[src/rtl/rv32i_pkg.sv]
`default_nettype none
// ============================================================================
// Module   : rv32i_pkg
// Purpose  : ALU function codes, opcodes, operand selects and decode bundle.
// Revision : 1.0 - initial release
// ============================================================================
package rv32i_pkg;

    localparam logic [3:0] FUNC_ADD  = 4'b0000;
    localparam logic [3:0] FUNC_SUB  = 4'b0001;
    localparam logic [3:0] FUNC_XOR  = 4'b0010;
    localparam logic [3:0] FUNC_OR   = 4'b0011;
    localparam logic [3:0] FUNC_AND  = 4'b0100;
    localparam logic [3:0] FUNC_SLTU = 4'b0101;
    localparam logic [3:0] FUNC_SLT  = 4'b0110;
    localparam logic [3:0] FUNC_SLL  = 4'b0111;
    localparam logic [3:0] FUNC_SRL  = 4'b1000;
    localparam logic [3:0] FUNC_SRA  = 4'b1001;
    localparam logic [3:0] FUNC_EQ   = 4'b1010;
    localparam logic [3:0] FUNC_NE   = 4'b1011;
    localparam logic [3:0] FUNC_GEU  = 4'b1100;
    localparam logic [3:0] FUNC_GE   = 4'b1101;
    localparam logic [3:0] FUNC_PC4  = 4'b1110;
    localparam logic [3:0] FUNC_PASS = 4'b1111;

    localparam logic [6:0] OPC_OP      = 7'b0110011;
    localparam logic [6:0] OPC_OP_IMM  = 7'b0010011;
    localparam logic [6:0] OPC_LOAD    = 7'b0000011;
    localparam logic [6:0] OPC_STORE   = 7'b0100011;
    localparam logic [6:0] OPC_BRANCH  = 7'b1100011;
    localparam logic [6:0] OPC_JAL     = 7'b1101111;
    localparam logic [6:0] OPC_JALR    = 7'b1100111;
    localparam logic [6:0] OPC_LUI     = 7'b0110111;
    localparam logic [6:0] OPC_AUIPC   = 7'b0010111;
    localparam logic [6:0] OPC_MISCMEM = 7'b0001111;

    localparam logic SRC1_RS1 = 1'b0;
    localparam logic SRC1_PC  = 1'b1;
    localparam logic SRC2_RS2 = 1'b0;
    localparam logic SRC2_IMM = 1'b1;

    typedef struct packed {
        logic [3:0]  func;
        logic        src1_sel;
        logic        src2_sel;
        logic [31:0] imm;
        logic [4:0]  rs1;
        logic [4:0]  rs2;
        logic [4:0]  rd;
        logic        rd_we;
        logic        is_branch;
        logic        is_jump;
        logic        is_load;
        logic        is_store;
        logic [2:0]  mem_size;
        logic        illegal;
        logic [31:0] pc;
    } dec_bundle_t;

    // alt selects SUB (funct3=000) or SRA (funct3=101); ignored elsewhere
    function automatic logic [3:0] alu_func(input logic [2:0] f3, input logic alt);
        case (f3)
            3'b000:  alu_func = alt ? FUNC_SUB : FUNC_ADD;
            3'b001:  alu_func = FUNC_SLL;
            3'b010:  alu_func = FUNC_SLT;
            3'b011:  alu_func = FUNC_SLTU;
            3'b100:  alu_func = FUNC_XOR;
            3'b101:  alu_func = alt ? FUNC_SRA : FUNC_SRL;
            3'b110:  alu_func = FUNC_OR;
            default: alu_func = FUNC_AND;
        endcase
    endfunction

endpackage
`default_nettype wire

[src/rtl/rv32i_imm_gen.sv]
`default_nettype none
// ============================================================================
// Module   : rv32i_imm_gen
// Purpose  : Sign-extended immediate for the instruction's encoding format.
// Revision : 1.0 - initial release
// ============================================================================
module rv32i_imm_gen
    import rv32i_pkg::*;
(
    input  logic [31:0] instr,
    output logic [31:0] imm
);

    logic [31:0] w_imm_i;
    logic [31:0] w_imm_s;
    logic [31:0] w_imm_b;
    logic [31:0] w_imm_u;
    logic [31:0] w_imm_j;

    assign w_imm_i = {{20{instr[31]}}, instr[31:20]};
    assign w_imm_s = {{20{instr[31]}}, instr[31:25], instr[11:7]};
    assign w_imm_b = {{19{instr[31]}}, instr[31], instr[7], instr[30:25], instr[11:8], 1'b0};
    assign w_imm_u = {instr[31:12], 12'b0};
    assign w_imm_j = {{11{instr[31]}}, instr[31], instr[19:12], instr[20], instr[30:21], 1'b0};

    always_comb begin
        imm = 32'b0;
        case (instr[6:0])
            OPC_OP_IMM, OPC_LOAD, OPC_JALR: imm = w_imm_i;
            OPC_STORE:                      imm = w_imm_s;
            OPC_BRANCH:                     imm = w_imm_b;
            OPC_LUI, OPC_AUIPC:             imm = w_imm_u;
            OPC_JAL:                        imm = w_imm_j;
            default:                        imm = 32'b0;
        endcase
    end

endmodule
`default_nettype wire

[src/rtl/rv32i_alu_ctrl_decode.sv]
`default_nettype none
// ============================================================================
// Module   : rv32i_alu_ctrl_decode
// Purpose  : RV32I decode to ALU control bundle behind a 2-entry skid buffer.
// Revision : 1.0 - initial release
// ============================================================================
module rv32i_alu_ctrl_decode
    import rv32i_pkg::*;
#(
    parameter int XLEN = 32
) (
    input  logic            clk,
    input  logic            rst_n,
    input  logic            in_valid,
    output logic            in_ready,
    input  logic [31:0]     in_instr,
    input  logic [XLEN-1:0] in_pc,
    input  logic            flush,
    output logic            out_valid,
    input  logic            out_ready,
    output logic [3:0]      out_func,
    output logic            out_src1_sel,
    output logic            out_src2_sel,
    output logic [31:0]     out_imm,
    output logic [4:0]      out_rs1,
    output logic [4:0]      out_rs2,
    output logic [4:0]      out_rd,
    output logic            out_rd_we,
    output logic            out_is_branch,
    output logic            out_is_jump,
    output logic            out_is_load,
    output logic            out_is_store,
    output logic [2:0]      out_mem_size,
    output logic            out_illegal,
    output logic [XLEN-1:0] out_pc
);

    logic [31:0] w_imm;
    logic [6:0]  w_opc;
    logic [2:0]  w_f3;
    logic [6:0]  w_f7;
    logic        w_legal;
    logic        w_we;
    logic        w_accept;
    dec_bundle_t w_dec;
    dec_bundle_t r_main;
    dec_bundle_t r_skid;
    logic        r_main_valid;
    logic        r_skid_valid;

    rv32i_imm_gen u_imm_gen (
        .instr (in_instr),
        .imm   (w_imm)
    );

    assign w_opc = in_instr[6:0];
    assign w_f3  = in_instr[14:12];
    assign w_f7  = in_instr[31:25];

    always_comb begin
        w_dec     = '0;
        w_dec.imm = w_imm;
        w_dec.rs1 = in_instr[19:15];
        w_dec.rs2 = in_instr[24:20];
        w_dec.rd  = in_instr[11:7];
        w_dec.pc  = in_pc;
        w_legal   = 1'b1;
        w_we      = 1'b0;
        case (w_opc)
            OPC_OP: begin
                w_we       = 1'b1;
                w_dec.func = alu_func(w_f3, w_f7[5]);
                w_legal    = (w_f7 == 7'b0000000) ||
                             ((w_f7 == 7'b0100000) && ((w_f3 == 3'b000) || (w_f3 == 3'b101)));
            end
            OPC_OP_IMM: begin
                w_we           = 1'b1;
                w_dec.src2_sel = SRC2_IMM;
                w_dec.func     = alu_func(w_f3, (w_f3 == 3'b101) && w_f7[5]);
                if (w_f3 == 3'b001)
                    w_legal = (w_f7 == 7'b0000000);
                else if (w_f3 == 3'b101)
                    w_legal = (w_f7 == 7'b0000000) || (w_f7 == 7'b0100000);
            end
            OPC_LOAD: begin
                w_we           = 1'b1;
                w_dec.src2_sel = SRC2_IMM;
                w_dec.is_load  = 1'b1;
                w_dec.mem_size = w_f3;
                w_legal        = !((w_f3 == 3'b011) || (w_f3 == 3'b110) || (w_f3 == 3'b111));
            end
            OPC_STORE: begin
                w_dec.src2_sel = SRC2_IMM;
                w_dec.is_store = 1'b1;
                w_dec.mem_size = w_f3;
                w_legal        = (w_f3 < 3'b011);
            end
            OPC_BRANCH: begin
                w_dec.is_branch = 1'b1;
                case (w_f3)
                    3'b000:  w_dec.func = FUNC_EQ;
                    3'b001:  w_dec.func = FUNC_NE;
                    3'b100:  w_dec.func = FUNC_SLT;
                    3'b101:  w_dec.func = FUNC_GE;
                    3'b110:  w_dec.func = FUNC_SLTU;
                    3'b111:  w_dec.func = FUNC_GEU;
                    default: w_legal    = 1'b0;
                endcase
            end
            OPC_JAL, OPC_JALR: begin
                w_we           = 1'b1;
                w_dec.func     = FUNC_PC4;
                w_dec.src1_sel = SRC1_PC;
                w_dec.is_jump  = 1'b1;
                w_legal        = (w_opc == OPC_JAL) || (w_f3 == 3'b000);
            end
            OPC_LUI: begin
                w_we           = 1'b1;
                w_dec.func     = FUNC_PASS;
                w_dec.src2_sel = SRC2_IMM;
            end
            OPC_AUIPC: begin
                w_we           = 1'b1;
                w_dec.src1_sel = SRC1_PC;
                w_dec.src2_sel = SRC2_IMM;
            end
            OPC_MISCMEM: w_dec.func = FUNC_ADD;
            default:     w_legal    = 1'b0;
        endcase
        w_dec.rd_we = w_we && (w_dec.rd != 5'd0);
        if (!w_legal) begin
            w_dec.func      = FUNC_PASS;
            w_dec.src1_sel  = SRC1_RS1;
            w_dec.src2_sel  = SRC2_RS2;
            w_dec.rd_we     = 1'b0;
            w_dec.is_branch = 1'b0;
            w_dec.is_jump   = 1'b0;
            w_dec.is_load   = 1'b0;
            w_dec.is_store  = 1'b0;
            w_dec.mem_size  = 3'b0;
            w_dec.illegal   = 1'b1;
        end
    end

    // The skid entry only fills while main is stalled, so ready is its empty flag.
    assign in_ready = !r_skid_valid;
    assign w_accept = in_valid && in_ready;

    always_ff @(posedge clk) begin
        if (!rst_n) begin
            r_main_valid <= 1'b0;
            r_skid_valid <= 1'b0;
            r_main       <= '0;
            r_skid       <= '0;
        end else if (flush) begin
            r_main_valid <= 1'b0;
            r_skid_valid <= 1'b0;
        end else if (!r_main_valid || out_ready) begin
            if (r_skid_valid) begin
                r_main       <= r_skid;
                r_main_valid <= 1'b1;
                r_skid_valid <= 1'b0;
            end else begin
                r_main_valid <= w_accept;
                if (w_accept)
                    r_main <= w_dec;
            end
        end else if (w_accept) begin
            r_skid       <= w_dec;
            r_skid_valid <= 1'b1;
        end
    end

    assign out_valid     = r_main_valid;
    assign out_func      = r_main.func;
    assign out_src1_sel  = r_main.src1_sel;
    assign out_src2_sel  = r_main.src2_sel;
    assign out_imm       = r_main.imm;
    assign out_rs1       = r_main.rs1;
    assign out_rs2       = r_main.rs2;
    assign out_rd        = r_main.rd;
    assign out_rd_we     = r_main.rd_we;
    assign out_is_branch = r_main.is_branch;
    assign out_is_jump   = r_main.is_jump;
    assign out_is_load   = r_main.is_load;
    assign out_is_store  = r_main.is_store;
    assign out_mem_size  = r_main.mem_size;
    assign out_illegal   = r_main.illegal;
    assign out_pc        = r_main.pc;

endmodule
`default_nettype wire

[config.mk]
export PLATFORM = sky130hd
export DESIGN_NAME = rv32i_alu_ctrl_decode
export DESIGN_NICKNAME = d
export VERILOG_FILES = /design/src/rtl/rv32i_pkg.sv /design/src/rtl/rv32i_imm_gen.sv /design/src/rtl/rv32i_alu_ctrl_decode.sv
export SDC_FILE = /design/constraint.sdc
export NUM_CORES = 1
export LEC_CHECK = 0
export CAP_MARGIN = 20
export CELL_PAD_IN_SITES_DETAIL_PLACEMENT = 1
export CELL_PAD_IN_SITES_GLOBAL_PLACEMENT = 1
export CORE_ASPECT_RATIO = 0.9
export CORE_MARGIN = 8
export CORE_UTILIZATION = 39
export DETAILED_ROUTE_END_ITERATION = 10
export HOLD_SLACK_MARGIN = 0.15
export PLACE_DENSITY = 0.9
export SYNTH_ARGS = -nofsm -noshare
export SYNTH_HDL_FRONTEND = slang
export SYNTH_HIERARCHICAL = 1
export SYNTH_SLANG_ARGS = --single-unit
[constraint.sdc]
create_clock -name clk -period 2.8 [get_ports clk]
set_input_delay 0.28 -clock clk [delete_from_list [all_inputs] [get_ports clk]]
set_output_delay 0.28 -clock clk [all_outputs]
set_load 0.05 [all_outputs]
==> flow_summary.toml, run 1 <==
[outcome]
outcome = "finished clean"

[drt]
first_pass_iters = 5
post_drt_wl_per_cell_um = 18.7
vias_per_cell = 5.43
antenna_left = 0
vias = 7838
drc_errors = 0
drt-initial-drc-count = 335
drt_wl_total_um = 27000

[critical_path]
startpoint = "in_instr[3]"
path_cells = "clkdlybuf4s50_1 -> nand4bb_4 -> or3b_2 -> a311oi_1 -> nor3_1 -> buf_4 -> a2111oi_0 -> o221a_1"
rr_endpoint = "r_skid[64]"
reg2reg_slack_ps = 810
cpPeakStageDelay_ps = 500
cp-start-kind = "input port"
end_kind = "flip-flop"
cp_slowest_cell = "or3b_2"
critPathCapture = "out_mem_size[0]"
cp_top_family = "compound AO/OA/AOI/OAI gates"
critPathKind = "in2reg"
critPathBufInv = 2
cp_max_fo = 16
cp.arrival_ps = 2810
rr_worst_depth = 5
reg2reg_from = "out_valid"
crit_required_ps = 3170
cp.depth = 8

[finish]
final_cell_mix = "269 x nand2_1, 189 x dfxtp_1, 163 x clkdlybuf4s50_1"
final_nets = 1205
mostFrequentLayoutCell = "nand2_1"
post-route-util_pct = 51.3
drive_gt1_share_pct = 7.85
syn2layout_area_growth_pct = 29.7
antenna_cells = 0

[logic_synthesis]
ys_seq_elements = 190
ys_seq_area_share_pct = 42.9
async_flop_share_pct = 0
yosysTopAreaCell = "dfxtp_1"
synthDistinctLibCells = 58
synth_area_per_cell_um2 = 8.79
synthFlopType = "dfxtp_1"
yosysWarnings = 6
synthTopCellsByArea = "dfxtp_1 43%, nand2_1 11%, o211a_1 9.4%"
synth_edf_count = 0
synthCells = 1009
netlist_area_mm2 = 0.00887
synth_top_area_share_pct = 42.9
syn_nets = 1078

[placed_design]
io_buffers = 164
dp_hpwl_um = 18900
gp_congestion = 0.807

[timing]
period_minus_slack_ps = 2450
clock.fmax_ghz = 0.409
rsz0062_at_grt = "false"
relSlewSlack_pct = 60.4
tns_ps = 0
slew_viol_final = 0
min_period_over_period_pct = 87.3
tightest_slew_ps = 592
final-hold-violation-count = 0
finClkSkew_ps = 7.41
setup_violations = 0

[power]
p_clk_share_pct = 39.6
ir_worst_vdd_mv = 0.353
p_leak_uw = 0.00470
seq_power_share_pct = 44.2
p_per_area_mw_per_mm2 = 561
p_int_uw = 4660
p_switching_uw = 1790
combPwrFrac_pct = 16.2
total_power_uw = 6450
swShare_pct = 27.7

[cts]
cts_made_buffers = 17
cts_root_buf = "clkbuf_16"
worstSkewPairLatency_ps = 420
clk_path_buf_depth = 2
cts_resized = 0
ctsHoldBuffers = 0
cts_tree = "yes"
clock-sinks = 190
path_clk_slew_ps = 70
post-cts-setup-buffer-count = 0
htree_levels = 4

[global_route]
grt_pass1_vias = 8232
grt_pass1_wl_um = 43700
grt_start_max_net_pins = 87
overflow = 0
antenna_found_initial = 0
grtUsageTotal_pct = 19.1

[floorplan]
rows = 52
ioPinCount = 165
die_h_um = 159
start_util_pct = 39.5
coreArea_mm2 = 0.0224
dieArea_mm2 = 0.0278
die_w_um = 175

[flow_run]
drv_cap = 0

[min_path]
hold_class = "in2reg"
## area by class of cell
cell class / instances / area, um2
Clock buffer: 19 / 454
Clock inverter: 11 / 160
Fill cell: 2586 / 10900
Inverter: 5 / 18.8
Multi-Input combinational cell: 722 / 4700
Sequential cell: 190 / 3810
Tap cell: 297 / 372
Timing Repair Buffer: 200 / 2000
## logic make-up (layout without fill, tap and decap cells)
| kind of cell | Yosys count | after routing | share of synthesized area, % |
|---|---|---|---|
| AOI/OAI and AO/OA | 281 | 281 | 25.4 |
| xor gates and xnor gates | 1 | 1 | 0.0987 |
| buffers and inverters | 97 | 235 | 4.47 |
| DFF | 190 | 190 | 42.9 |
| muxes | 81 | 81 | 9.14 |
| and+or+nand+nor | 359 | 359 | 18.0 |
## synth_stat cells, drive strengths merged (5+ instances only)
library cell and n:
a2111oi 5, a21boi 84, a21o 11, a21oi 23, a31oi 5, and2 6
and3b 6, buf 16, clkbuf 76, dfxtp 190, inv 5, mux2i 81
nand2 269, nand2b 5, nand3 21, nor2 10, nor2b 6, nor3 5
o211a 83, o211ai 6, o21ai 35, or3 7
## sequential cells by signal (all words and copies together), names as in the netlist
signal         flops
r_skid            94
out_imm           32
out_pc            32
out_rd             5
out_rs1            5
out_rs2            5
out_func           4
out_mem_size       3
out_illegal        1
out_is_branch      1
out_is_jump        1
out_is_load        1
out_is_store       1
out_rd_we          1
out_src1_sel       1
out_src2_sel       1
out_valid          1
r_skid_valid       1
## how the worst min path moves through the flow
stage | from | endpoint | slack [ps] | cells after the start
2_1_floorplan | in_pc[0] | r_skid[0] | 420 | 2
3_3_place_gp | r_skid[33] | r_skid[33] | 440 | 2
3_5_place_dp | r_skid[35] | r_skid[35] | 450 | 2
6_report | rst_n | out_pc[19] | 330 | 2
4_1_cts | rst_n | out_pc[13] | 320 | 2
5_1_grt | rst_n | out_imm[27] | 340 | 2
## worst register-to-register path: stages, from the launching register on
cell and delay, ps:
dfxtp_1 350, nor2b_1 400, and3_4 600, buf_4 290, nand2_1 80, a21boi_0 190
## stage by stage
| step | std cells | hold slack, ps | setup WS (ps) | area (um2) |
|---|---|---|---|---|
| after CTS | 1444 | 320 | 398 | 11500 |
| after detailed placement | 1414 | 446 | -49.9 | 10900 |
| after global routing | 1444 | 337 | 273 | 11500 |
| after floorplan | 1009 | 425 | 481 | 8870 |
| final | 1444 | 330 | 354 | 11500 |
| after global placement | 1414 | 437 | 73.6 | 10900 |
## power by group through the flow
stage | Combinational, uW | Sequential [uW] | Clock, uW
5_1_grt | 1110 | 2870 | 2730
3_3_place_gp | 1030 | 2910 | 0
2_1_floorplan | 308 | 3220 | 0
6_report | 1040 | 2850 | 2550
3_5_place_dp | 1050 | 2920 | 0
4_1_cts | 1050 | 2850 | 2630
## per-layer routing
layer	global-route usage [%]	part of all wire, %	vias to the layer above
met5	0	0	-
met4	5.31	1.4	0
met3	6.59	7.2	23
met2	31.2	47	174
met1	23.3	44	3846
li1	-	-	3795
(Power assumes the default switching activity.)
==> inputs of run 2 (changes only) <==
Settings changed: CAP_MARGIN 20 to unset, RECOVER_POWER set to 100.
==> run 2 against run 1 <==
Against the previous run: global-route usage stayed put; clock skew barely moved; register-to-register slack worse by 390 ps; flip-flop and latch count unchanged; clock-buffer cell count unchanged; largest cell class unchanged.
==> flow_summary.toml, run 2 (same netlist as run 1, synthesis figures left out) <==
[timing]
clock.fmax_ghz = 0.388
slew_viol_final = 0
period_minus_slack_ps = 2570
final-hold-violation-count = 0
relSlewSlack_pct = 15.3
setup_violations = 0
rsz0062_at_grt = "false"
tightest_slew_ps = 1270
finClkSkew_ps = 7.61
min_period_over_period_pct = 91.9

[drt]
first_pass_iters = 5
drt_wl_total_um = 26900
drc_errors = 0
vias_per_cell = 5.43
antenna_left = 0
post_drt_wl_per_cell_um = 18.6
drt-initial-drc-count = 365
vias = 7834

[placed_design]
gp_congestion = 0.807
place_area_mm2 = 0.0109
io_buffers = 164
dp_hpwl_um = 18900

[power]
p_int_uw = 4630
p_clk_share_pct = 39.8
seq_power_share_pct = 44.5
combPwrFrac_pct = 15.7
ir_worst_vdd_mv = 0.352
p_leak_uw = 0.00492
total_power_uw = 6400
p_switching_uw = 1780
swShare_pct = 27.7
p_per_area_mw_per_mm2 = 560

[critical_path]
path_cells = "dlygate4sd3_1 -> buf_4 -> or3b_4 -> a21oi_1 -> a21o_2 -> mux2i_1 -> nand2_1 -> o211a_1"
end_kind = "flip-flop"
cp-start-kind = "input port"
cp.arrival_ps = 2940
crit_required_ps = 3160
cpPeakStageDelay_ps = 780
critPathKind = "in2reg"
cp_max_fo = 17
cp_slowest_cell = "a21oi_1"

[finish]
drive_gt1_share_pct = 7.06
final_nets = 1205
top_register = "r_skid"
fillers = 2596
multi_input_area_mm2 = 0.00467
largest_register_ffs = 94
seqCellArea_mm2 = 0.00381
antenna_cells = 0
final_cell_mix = "269 x nand2_1, 189 x dfxtp_1, 99 x dlygate4sd3_1"
final_cell_area_mm2 = 0.0114
mostFrequentLayoutCell = "nand2_1"
syn2layout_area_growth_pct = 28.9

[cts]
post-cts-setup-buffer-count = 0
cts_made_buffers = 17
htree_levels = 4
ctsHoldBuffers = 0
clock-sinks = 190
worstSkewPairLatency_ps = 420
cts_root_buf = "clkbuf_16"
path_clk_slew_ps = 70
clk_path_buf_depth = 2
cts_resized = 0
cts_tree = "yes"

[floorplan]
start_util_pct = 39.5
rows = 52
dieArea_mm2 = 0.0278
ioPinCount = 165
die_h_um = 159
coreArea_mm2 = 0.0224
die_w_um = 175

[global_route]
antenna_found_initial = 0
grt_start_max_net_pins = 87
grt_pass1_wl_um = 43700
grt_pass1_vias = 8232
grtUsageTotal_pct = 19.1
overflow = 0

[flow_run]
drv_cap = 0

[outcome]
outcome = "finished clean"

[min_path]
hold_class = "in2reg"
==> run 2: cell count changes in the layout (fill, tap and decap cells not counted), sizes merged <==
cell | before | now
dlygate4sd3 | 0 | 99
clkbuf | 19 | 28
buf | 37 | 28
clkdlybuf4s50 | 163 | 64
==> run 2: path summary, 6_finish.rpt <==
path,startpoint,to,slack [ps],depth (start not counted)
setup / recovery,in_instr[4],out_imm[12],230,8
hold / removal,in_pc[25],r_skid[25],440,3
setup reg to reg,out_valid,r_skid[64],420,5
hold reg to reg,r_skid[28],r_skid[28],460,2
==> run 2: area by class of cell <==
type / count / share of cell area (%)
multi-input combinational: 722 / 40.8
clock inverter: 11 / 1.40
timing repair buffer: 200 / 17.1
inverter: 5 / 0.164
clock buffer: 19 / 3.97
sequential: 190 / 33.3
tap: 297 / 3.25
==> run 2: routing by layer <==
layer	vias up	wire length, um	part of all wire, %	global-route usage, %
met4	0	381	1.4	5.31
li1	3798	-	-	-
met5	-	0	0	0
met3	24	2040	7.6	6.59
met2	185	12700	47	31.2
met1	3827	11700	44	23.3
==> run 2: worst max-delay path, delay by kind of cell <==
kind	cells	cell delay, ps
buf+inv	2	860
simple gates	2	490
mux	1	100
compound gates	3	1200
==> run 2: power groups by stage <==
| stage | Clock [uW] | Sequential [uW] | Combinational [uW] |
|---|---|---|---|
| finish | 2550 | 2850 | 1000 |
| global route | 2730 | 2860 | 1070 |
| CTS | 2630 | 2850 | 1050 |
| detailed placement | 0 | 2920 | 1050 |
| global placement | 0 | 2910 | 1030 |
| floorplan | 0 | 3220 | 308 |
==> run 2: metrics by stage <==
step	utilization [%]	setup WS, ps	hold WS [ps]	TNS, ps	cells
finish	50.9	226	439	0	1444
global placement	48.5	73.6	437	0	1414
global route	50.9	137	452	0	1444
floorplan	-	481	425	0	1009
detailed placement	48.5	-49.9	446	-49.9	1414
CTS	51.3	398	320	0	1444
==> inputs of run 3 (changes only) <==
Clock period 2.8 ns to 2.9 ns, I/O delays scaled along.
==> run 3 against run 2 <==
Against the previous run: flip-flop and latch count stayed put; clock power is 3% lower; sequential power is 4% lower; critical path type unchanged.
==> flow_summary.toml, run 3 (same netlist as run 1, synthesis figures left out) <==
[outcome]
outcome = "finished clean"

[cts]
cts_resized = 0
ctsHoldBuffers = 0
clock-sinks = 190
cts_tree = "yes"
cts_root_buf = "clkbuf_16"
worstSkewPairLatency_ps = 440
path_clk_slew_ps = 80
htree_levels = 4
cts_made_buffers = 17
post-cts-setup-buffer-count = 0
clk_path_buf_depth = 2

[finish]
final_cell_mix = "269 x nand2_1, 189 x dfxtp_1, 99 x dlygate4sd3_1"
final_nets = 1195
final_cell_area_mm2 = 0.0114
seqCellArea_mm2 = 0.00381
mostFrequentLayoutCell = "nand2_1"
multi_input_area_mm2 = 0.00467
antenna_cells = 0
fillers = 2553
largest_register_ffs = 94
drive_gt1_share_pct = 6.85
top_register = "r_skid"
syn2layout_area_growth_pct = 28.2

[placed_design]
place_area_mm2 = 0.0108
gp_congestion = 0.847
dp_hpwl_um = 18600
io_buffers = 164

[timing]
whs_ps = 359
relSlewSlack_pct = 47.8
clock.fmax_ghz = 0.379
slew_viol_final = 0
min_period_over_period_pct = 90.9
setup_violations = 0
tns_ps = 0
final-hold-violation-count = 0
period_minus_slack_ps = 2640
finClkSkew_ps = 13.4
tightest_slew_ps = 783
rsz0062_at_grt = "false"

[global_route]
grt_pass1_wl_um = 43200
antenna_found_initial = 0
grtUsageTotal_pct = 18.7
overflow = 0
grt_start_max_net_pins = 120
grt_pass1_vias = 8113

[floorplan]
rows = 52
die_h_um = 159
start_util_pct = 39.5
ioPinCount = 165
die_w_um = 175
coreArea_mm2 = 0.0224
dieArea_mm2 = 0.0278

[min_path]
hold_class = "in2reg"

[power]
p_per_area_mw_per_mm2 = 544
total_power_uw = 6190
ir_worst_vdd_mv = 0.329
p_leak_uw = 0.00488

[drt]
vias = 7835
drt-initial-drc-count = 362
drt_wl_total_um = 26800
first_pass_iters = 5
antenna_left = 0
post_drt_wl_per_cell_um = 18.6
drc_errors = 0
vias_per_cell = 5.46

[critical_path]
cp_max_fo = 16
cp_slowest_cell = "dlygate4sd3_1"
cp.arrival_ps = 3010
cp-start-kind = "input port"
crit_required_ps = 3280
cpPeakStageDelay_ps = 610
critPathKind = "in2reg"
path_cells = "dlygate4sd3_1 -> nand4bb_1 -> or3b_2 -> a311oi_1 -> nor3_1 -> buf_4 -> a2111oi_0 -> o221a_1"
end_kind = "flip-flop"

[flow_run]
drv_cap = 0
[run 3: changes by cell type in the layout (fill, tap and decap cells not counted), moves of 2 or more]
cell / before / now
clkbuf_1: 7 / 2
buf_4: 22 / 18
inv_6: 2 / 5
inv_8: 0 / 3
clkbuf_2: 2 / 0
clkinv_4: 3 / 1
[run 3: worst paths after layout]
| kind | from | end | slack (ps) | depth (start not counted) |
|---|---|---|---|---|
| hold reg to reg | r_skid[2] | r_skid[2] | 470 | 2 |
| setup / recovery | in_instr[3] | out_mem_size[0] | 260 | 8 |
| setup reg to reg | r_skid_valid | r_skid[44] | 480 | 5 |
| hold / removal | rst_n | out_pc[20] | 360 | 2 |
[run 3: cell type report]
class | instances | share of cell area [%]
tap | 297 | 3.27
clock buffer | 17 | 3.74
sequential | 190 | 33.5
multi-input combinational | 722 | 41.1
inverter | 5 | 0.165
timing repair buffer | 190 | 16.6
clock inverter | 15 | 1.68
[run 3: where the power goes]
group	switching, uW	internal [uW]	leakage (uW)	total [uW]
clock	1150	1320	0.000301	2470
sequential	50.1	2700	0.00155	2750
combinational	619	349	0.00303	968
[run 3: worst max-delay path: cells and delay by family]
family                 cells  cell delay [ps]
and+or+nand+nor            3              960
buffers and inverters      2              820
AOI/OAI and AO/OA          3              950
[run 3: routing by layer]
| metal | up-vias | wire length [um] | global-route usage, % |
|---|---|---|---|
| met5 | - | 0 | 0 |
| met4 | 0 | 303 | 4.27 |
| met3 | 20 | 1840 | 6.76 |
| met2 | 155 | 12700 | 31.0 |
| met1 | 3882 | 12000 | 22.9 |
| li1 | 3778 | - | - |
[run 3: stage by stage]
step	cells	setup WS (ps)	util, %
after floorplan	1009	571	-
after global placement	1404	75.4	48.2
after detailed placement	1404	-40.5	48.2
after CTS	1436	416	50.9
after global routing	1436	170	50.7
final	1436	264	50.7
